<file path="src/rtl/boot_loader_if.sv">
// Byte-stream and instruction-memory write signals of the boot loader.
// master = loader side, slave = stream source / instruction memory side.
interface boot_loader_if;
    logic        rx_valid;
    logic [7:0]  rx_data;
    logic        rx_ready;
    logic        imem_we;
    logic [31:0] imem_addr;
    logic [31:0] imem_wdata;

    modport master (
        input  rx_valid, rx_data,
        output rx_ready, imem_we, imem_addr, imem_wdata
    );

    modport slave (
        output rx_valid, rx_data,
        input  rx_ready, imem_we, imem_addr, imem_wdata
    );
endinterface

</file>
<file path="src/rtl/boot_loader.sv">
// Loads a counted, checksummed big-endian word image into instruction memory,
// then releases the processor from reset.
module boot_loader #(
    parameter int unsigned ADDR_W = 8,
    parameter logic [31:0] BASE   = 32'h0000_0000
) (
    input  logic          clock,
    input  logic          Reset,
    input  logic          start,
    boot_loader_if.master bus,
    output logic          cpu_run,
    output logic          busy,
    output logic          done,
    output logic          err
);
    localparam int unsigned IDX_W = ADDR_W + 1;

    typedef enum logic [2:0] {
        S_IDLE,
        S_LEN_HI,
        S_LEN_LO,
        S_DATA,
        S_CHECK,
        S_RUN,
        S_ERROR
    } state_t;

    state_t state, state_nxt;

    logic [15:0]      len;
    logic [15:0]      len_full;
    logic [23:0]      asm_q;
    logic [1:0]       byte_cnt;
    logic [IDX_W-1:0] index;
    logic [7:0]       csum;

    logic accept;
    logic oversize;
    logic last_word;
    logic start_ok;

    logic rx_ready_nxt;
    logic busy_nxt;
    logic cpu_run_nxt;
    logic err_nxt;
    logic done_nxt;
    logic wr_nxt;

    always_comb begin
        accept    = bus.rx_valid & bus.rx_ready;
        start_ok  = start & ((state == S_IDLE) | (state == S_ERROR));
        len_full  = {len[15:8], bus.rx_data};
        oversize  = 32'(len_full) > (32'd1 << ADDR_W);
        last_word = (byte_cnt == 2'd3) && ((32'(index) + 32'd1) == 32'(len));
    end

    // State register
    always_ff @(posedge clock or negedge Reset) begin
        if (!Reset) begin
            state <= S_IDLE;
        end else begin
            state <= state_nxt;
        end
    end

    // Next-state logic
    always_comb begin
        state_nxt = state;
        case (state)
            S_IDLE, S_ERROR: begin
                if (start) state_nxt = S_LEN_HI;
            end
            S_LEN_HI: begin
                if (accept) state_nxt = S_LEN_LO;
            end
            S_LEN_LO: begin
                if (accept) begin
                    if (oversize)             state_nxt = S_ERROR;
                    else if (len_full == '0)  state_nxt = S_CHECK;
                    else                      state_nxt = S_DATA;
                end
            end
            S_DATA: begin
                if (accept && last_word) state_nxt = S_CHECK;
            end
            S_CHECK: begin
                if (accept) state_nxt = (bus.rx_data == csum) ? S_RUN : S_ERROR;
            end
            S_RUN:   state_nxt = S_RUN;
            default: state_nxt = S_IDLE;
        endcase
    end

    // Output logic: next values of the registered outputs
    always_comb begin
        rx_ready_nxt = 1'b0;
        busy_nxt     = 1'b0;
        cpu_run_nxt  = 1'b0;
        err_nxt      = 1'b0;
        case (state_nxt)
            S_LEN_HI, S_LEN_LO, S_DATA, S_CHECK: begin
                rx_ready_nxt = 1'b1;
                busy_nxt     = 1'b1;
            end
            S_RUN:   cpu_run_nxt = 1'b1;
            S_ERROR: err_nxt     = 1'b1;
            default: ;
        endcase
        done_nxt = (state == S_CHECK) && accept && (bus.rx_data == csum);
        wr_nxt   = (state == S_DATA) && accept && (byte_cnt == 2'd3);
    end

    always_ff @(posedge clock or negedge Reset) begin
        if (!Reset) begin
            bus.rx_ready <= 1'b0;
            busy         <= 1'b0;
            cpu_run      <= 1'b0;
            err          <= 1'b0;
            done         <= 1'b0;
        end else begin
            bus.rx_ready <= rx_ready_nxt;
            busy         <= busy_nxt;
            cpu_run      <= cpu_run_nxt;
            err          <= err_nxt;
            done         <= done_nxt;
        end
    end

    // Datapath: the write register is loaded straight from the assembly
    // register plus the 4th byte, so the stream never has to stall.
    always_ff @(posedge clock or negedge Reset) begin
        if (!Reset) begin
            len            <= '0;
            asm_q          <= '0;
            byte_cnt       <= '0;
            index          <= '0;
            csum           <= '0;
            bus.imem_we    <= 1'b0;
            bus.imem_addr  <= BASE;
            bus.imem_wdata <= '0;
        end else begin
            bus.imem_we <= wr_nxt;
            if (start_ok) begin
                csum     <= '0;
                byte_cnt <= '0;
                index    <= '0;
            end
            if (accept && (state == S_LEN_HI)) len[15:8] <= bus.rx_data;
            if (accept && (state == S_LEN_LO)) len[7:0]  <= bus.rx_data;
            if (accept && (state == S_DATA)) begin
                asm_q    <= {asm_q[15:0], bus.rx_data};
                csum     <= csum + bus.rx_data;
                byte_cnt <= byte_cnt + 2'd1;
            end
            if (wr_nxt) begin
                bus.imem_wdata <= {asm_q, bus.rx_data};
                bus.imem_addr  <= BASE + 32'({index, 2'b00});
                index          <= index + IDX_W'(1);
            end
        end
    end
endmodule

</file>
<file path="src/flat_wrapper.sv">
// flat-port wrapper written by rule: the top's interface ports become plain ports
module boot_loader_flat 
#(
    parameter int unsigned ADDR_W = 8,
    parameter logic [31:0] BASE   = 32'h0000_0000
)
  (clock, Reset, start, cpu_run, busy, done, err, bus_rx_valid, bus_rx_data, bus_rx_ready, bus_imem_we, bus_imem_addr, bus_imem_wdata);
  boot_loader_if bus_i ();
  input  logic clock;
  input  logic Reset;
  input  logic start;
  output logic cpu_run;
  output logic busy;
  output logic done;
  output logic err;
  input wire logic [$bits(bus_i.rx_valid)-1:0] bus_rx_valid;
  input wire logic [$bits(bus_i.rx_data)-1:0] bus_rx_data;
  output wire logic [$bits(bus_i.rx_ready)-1:0] bus_rx_ready;
  output wire logic [$bits(bus_i.imem_we)-1:0] bus_imem_we;
  output wire logic [$bits(bus_i.imem_addr)-1:0] bus_imem_addr;
  output wire logic [$bits(bus_i.imem_wdata)-1:0] bus_imem_wdata;
  assign bus_i.rx_valid = bus_rx_valid;
  assign bus_i.rx_data = bus_rx_data;
  assign bus_rx_ready = bus_i.rx_ready;
  assign bus_imem_we = bus_i.imem_we;
  assign bus_imem_addr = bus_i.imem_addr;
  assign bus_imem_wdata = bus_i.imem_wdata;
  boot_loader #(.ADDR_W(ADDR_W), .BASE(BASE)) u_core (.clock(clock), .Reset(Reset), .start(start), .bus(bus_i), .cpu_run(cpu_run), .busy(busy), .done(done), .err(err));
endmodule
</file>
<file path="config.mk">
export PLATFORM = sky130hd
export DESIGN_NAME = boot_loader_flat
export DESIGN_NICKNAME = d
export VERILOG_FILES = /design/src/rtl/boot_loader_if.sv /design/src/rtl/boot_loader.sv /design/src/flat_wrapper.sv
export SDC_FILE = /design/constraint.sdc
export NUM_CORES = 1
export LEC_CHECK = 0
export CORE_MARGIN = 4
export CORE_UTILIZATION = 29
export CTS_CLUSTER_SIZE = 10
export DETAILED_ROUTE_END_ITERATION = 10
export PLACE_DENSITY = 0.5
export SLEW_MARGIN = 20
export SYNTH_ARGS = -nofsm -noshare
export SYNTH_HDL_FRONTEND = slang
export SYNTH_SLANG_ARGS = --single-unit
export TNS_END_PERCENT = 50
</file>
<file path="constraint.sdc">
create_clock -name clock -period 2.9 [get_ports clock]
set_clock_uncertainty 0.05 [all_clocks]
set_input_delay 0.58 -clock clock [delete_from_list [all_inputs] [get_ports clock]]
set_output_delay 0.58 -clock clock [all_outputs]
set_load 0.05 [all_outputs]
</file>
==> reports/qor.yml <==
logic_synthesis:
  synth_top_area_frac: 0.530
  synthFlopType: "dfrtp_1"
  yosysMostFrequentCell: "nand2_1"
  netlist_area_um2: 5100
  synth_cells: 498
  synth_edf_count: 0
  yosysSeqAreaShare: 0.530
  synth.distinct_cells: 54
  synthTopCellsByArea: "dfrtp_1 53%, nand2_1 11%, mux2_2 9.1%, buf_4 3.5%, xnor2_1 2.2%"
  syn_avg_cell_area_um2: 10.2
  synth_common_cells: "144 x nand2_1, 108 x dfrtp_1, 41 x mux2_2"
  yosys_warnings: 0
  synth-seq-cells: 108
  yosys.area.top_type: "dfrtp_1"
  synth-async-reset-ratio: 1.00
sta:
  grt_setup_unrepaired: "no"
  slew-limit-headroom: 0.473
  setup_viol: 0
  fmax_mhz: 389
  hold_viol_final: 0
  hold_slack_ns: 0.213
  tightest_slew_ns: 0.787
  period_share: 0.886
  slew_violations: 0
  finalCriticalPeriod_ns: 2.57
  tns_ns: 0
clocking:
  cts_tree: "done"
  post_cts_resized: 0
  root_buffer: "clkbuf_16"
  post_cts.repair.setup_buffers: 0
  cts_buffers: 9
  cts_sinks: 108
  ctsHoldBuffers: 0
  worstSkewPairLatency_ns: 0.36
  htree_num_levels: 3
  cts_max_path_buffers: 2
  clkTransAtPathRegs_ns: 0.07
setup_path:
  path_common_cell: "buf_4"
  cpPeakStageDelay_ns: 0.55
  cp-end-kind: "flip-flop"
  required_ns: 3.13
  critPathMaxFanout: 6
  cp.arrival_ns: 2.79
  worstSetupPathType: "primary input to flip-flop"
  path_cells: "clkdlybuf4s50_1, nor4_1, buf_4, and3b_1, nor3_1, a2111oi_0, buf_4, nand2_1, a21oi_1"
  setup.worst_path.start_class: "primary input"
  crit_slowest_cell: "clkdlybuf4s50_1"
  reg2reg_depth: 7
global_route:
  grt_pass1_vias: 3810
  grt_max_degree: 56
  grt_remaining_overflow: 0
  track_usage: 0.132
  antenna_found_initial: 0
  grt_first_pass_wirelength_mm: 20.8
pwr:
  vdd_ir_drop_max_uv: 597
  power_density_nw_per_um2: 1010
  leakage_nw: 2.90
outcome:
  outcome: "completed"
routing:
  drt_iter0_drc: 232
  drt_first_pass_iters: 4
  via_per_inst: 4.64
  route.detailed.wl_per_inst_um: 15.6
  wl_mm: 12.4
  drc: 0
  vias: 3703
  ant_nets: 0
finish:
  instances_no_fill: 798
  drive_above_1_share: 0.155
  syn_to_final_growth_pct: 23.8
  fin_area_um2: 6310
  antennaDiodeCount: 0
  nNetsFinal: 590
placed_design:
  port_buffers: 58
  dp_cells: 782
  place_congestion: 0.812
  placed_cell_area_um2: 5980
  hpwl_mm: 8.90
floorplanning:
  io_pins: 82
  fp.dieH_um: 141
  core_region_area_um2: 17200
  start_util: 0.296
  die_x_um: 141
  num_rows: 48
  dieArea_um2: 19800
hold_path:
  worstHoldPathType: "primary input to async pin"
flow_run:
  cap_violations: 0
cells in the final DEF, fill, tap and decap left out, drive strengths merged, types with 3 or more instances in the layout:
cell type,netlist,final
nand2,144,144
dfrtp,108,108
clkdlybuf4s50,0,57
mux2,41,41
conb,1,23
buf,30,23
o21ai,16,16
nor2,16,16
xnor2,13,13
nand3,13,13
inv,7,10
a21oi,9,9
a22o,9,9
ha,9,9
clkbuf,13,9
nand2b,6,6
nor3,5,5
nand4,5,5
or3,4,4
o211ai,4,4
xor2,4,4
o31ai,4,4
nor4,3,3
a21boi,3,3
nor2b,3,3
clkinv,0,3
worst max-delay path: cells and delay by family:
family	cells	cell delay [ns]
buffers and inverters	3	0.92
AOI/OAI and AO/OA	2	0.63
and+or+nand+nor	4	0.65
path summary, 6_finish.rpt:
path / start / endpoint / slack, ns
worst min register to register: u_core.asm_q[17] / u_core.bus.imem_wdata[25] / 0.42
max in group asynchronous: Reset / u_core.bus.imem_addr[5] / 1.85
worst max-delay path: bus_rx_data[5] / u_core.err / 0.33
worst min-delay path: Reset / u_core.bus.imem_wdata[6] / 0.21
min in group clock: u_core.asm_q[17] / u_core.bus.imem_wdata[25] / 0.42
worst max register to register: u_core.index[1] / u_core.state[1] / 0.57
logic make-up after synthesis:
kind of cell | after synthesis | share of synthesized area
and+or+nand+nor | 214 | 0.188
DFF | 108 | 0.530
muxes | 42 | 0.0926
AOI/OAI and AO/OA | 56 | 0.0776
buffers and inverters | 50 | 0.0555
other | 1 | 0.000736
adders and majority gates | 10 | 0.0260
xor gates and xnor gates | 17 | 0.0292
where the power goes:
group / switching [W] / internal [W]
Combinational: 0.00150 / 0.00107
Clock: 0.000633 / 0.000702
Sequential: 0.000420 / 0.00205
per-stage QoR:
step | utilization | total power [W] | setup WS [ns]
global route | 0.366 | 0.00679 | 0.123
CTS | 0.366 | 0.00646 | 0.375
finish | 0.366 | 0.00638 | 0.332
global placement | 0.347 | 0.00506 | 0.133
floorplan | - | 0.00425 | 0.728
detailed placement | 0.347 | 0.00509 | 0.00629
flip-flops by register name, indices dropped and copies added, names as in the netlist, 2 cells and up:
name and cells:
u_core.csum 8, u_core.bus.imem_wdata 32, u_core.index 9, u_core.asm_q 24, u_core.bus.imem_addr 9, u_core.state 3, u_core.byte_cnt 2, u_core.len 16
layout make-up:
class | instances | area (µm²)
clock inverter | 7 | 103
fill | 1703 | 10900
tap | 225 | 282
sequential | 108 | 2700
clock buffer | 9 | 225
inverter | 7 | 26.3
multi-input combinational | 362 | 2200
timing repair buffer | 80 | 768
layer usage:
metal | part of all wire | track usage | up-vias
met1 | 0.48 | 0.181 | 1820
met2 | 0.47 | 0.208 | 84
met4 | 0.016 | 0.0408 | 0
met3 | 0.041 | 0.0311 | 11
li1 | - | - | 1788
met5 | 0 | 0 | -
(Power assumes the default switching activity.)
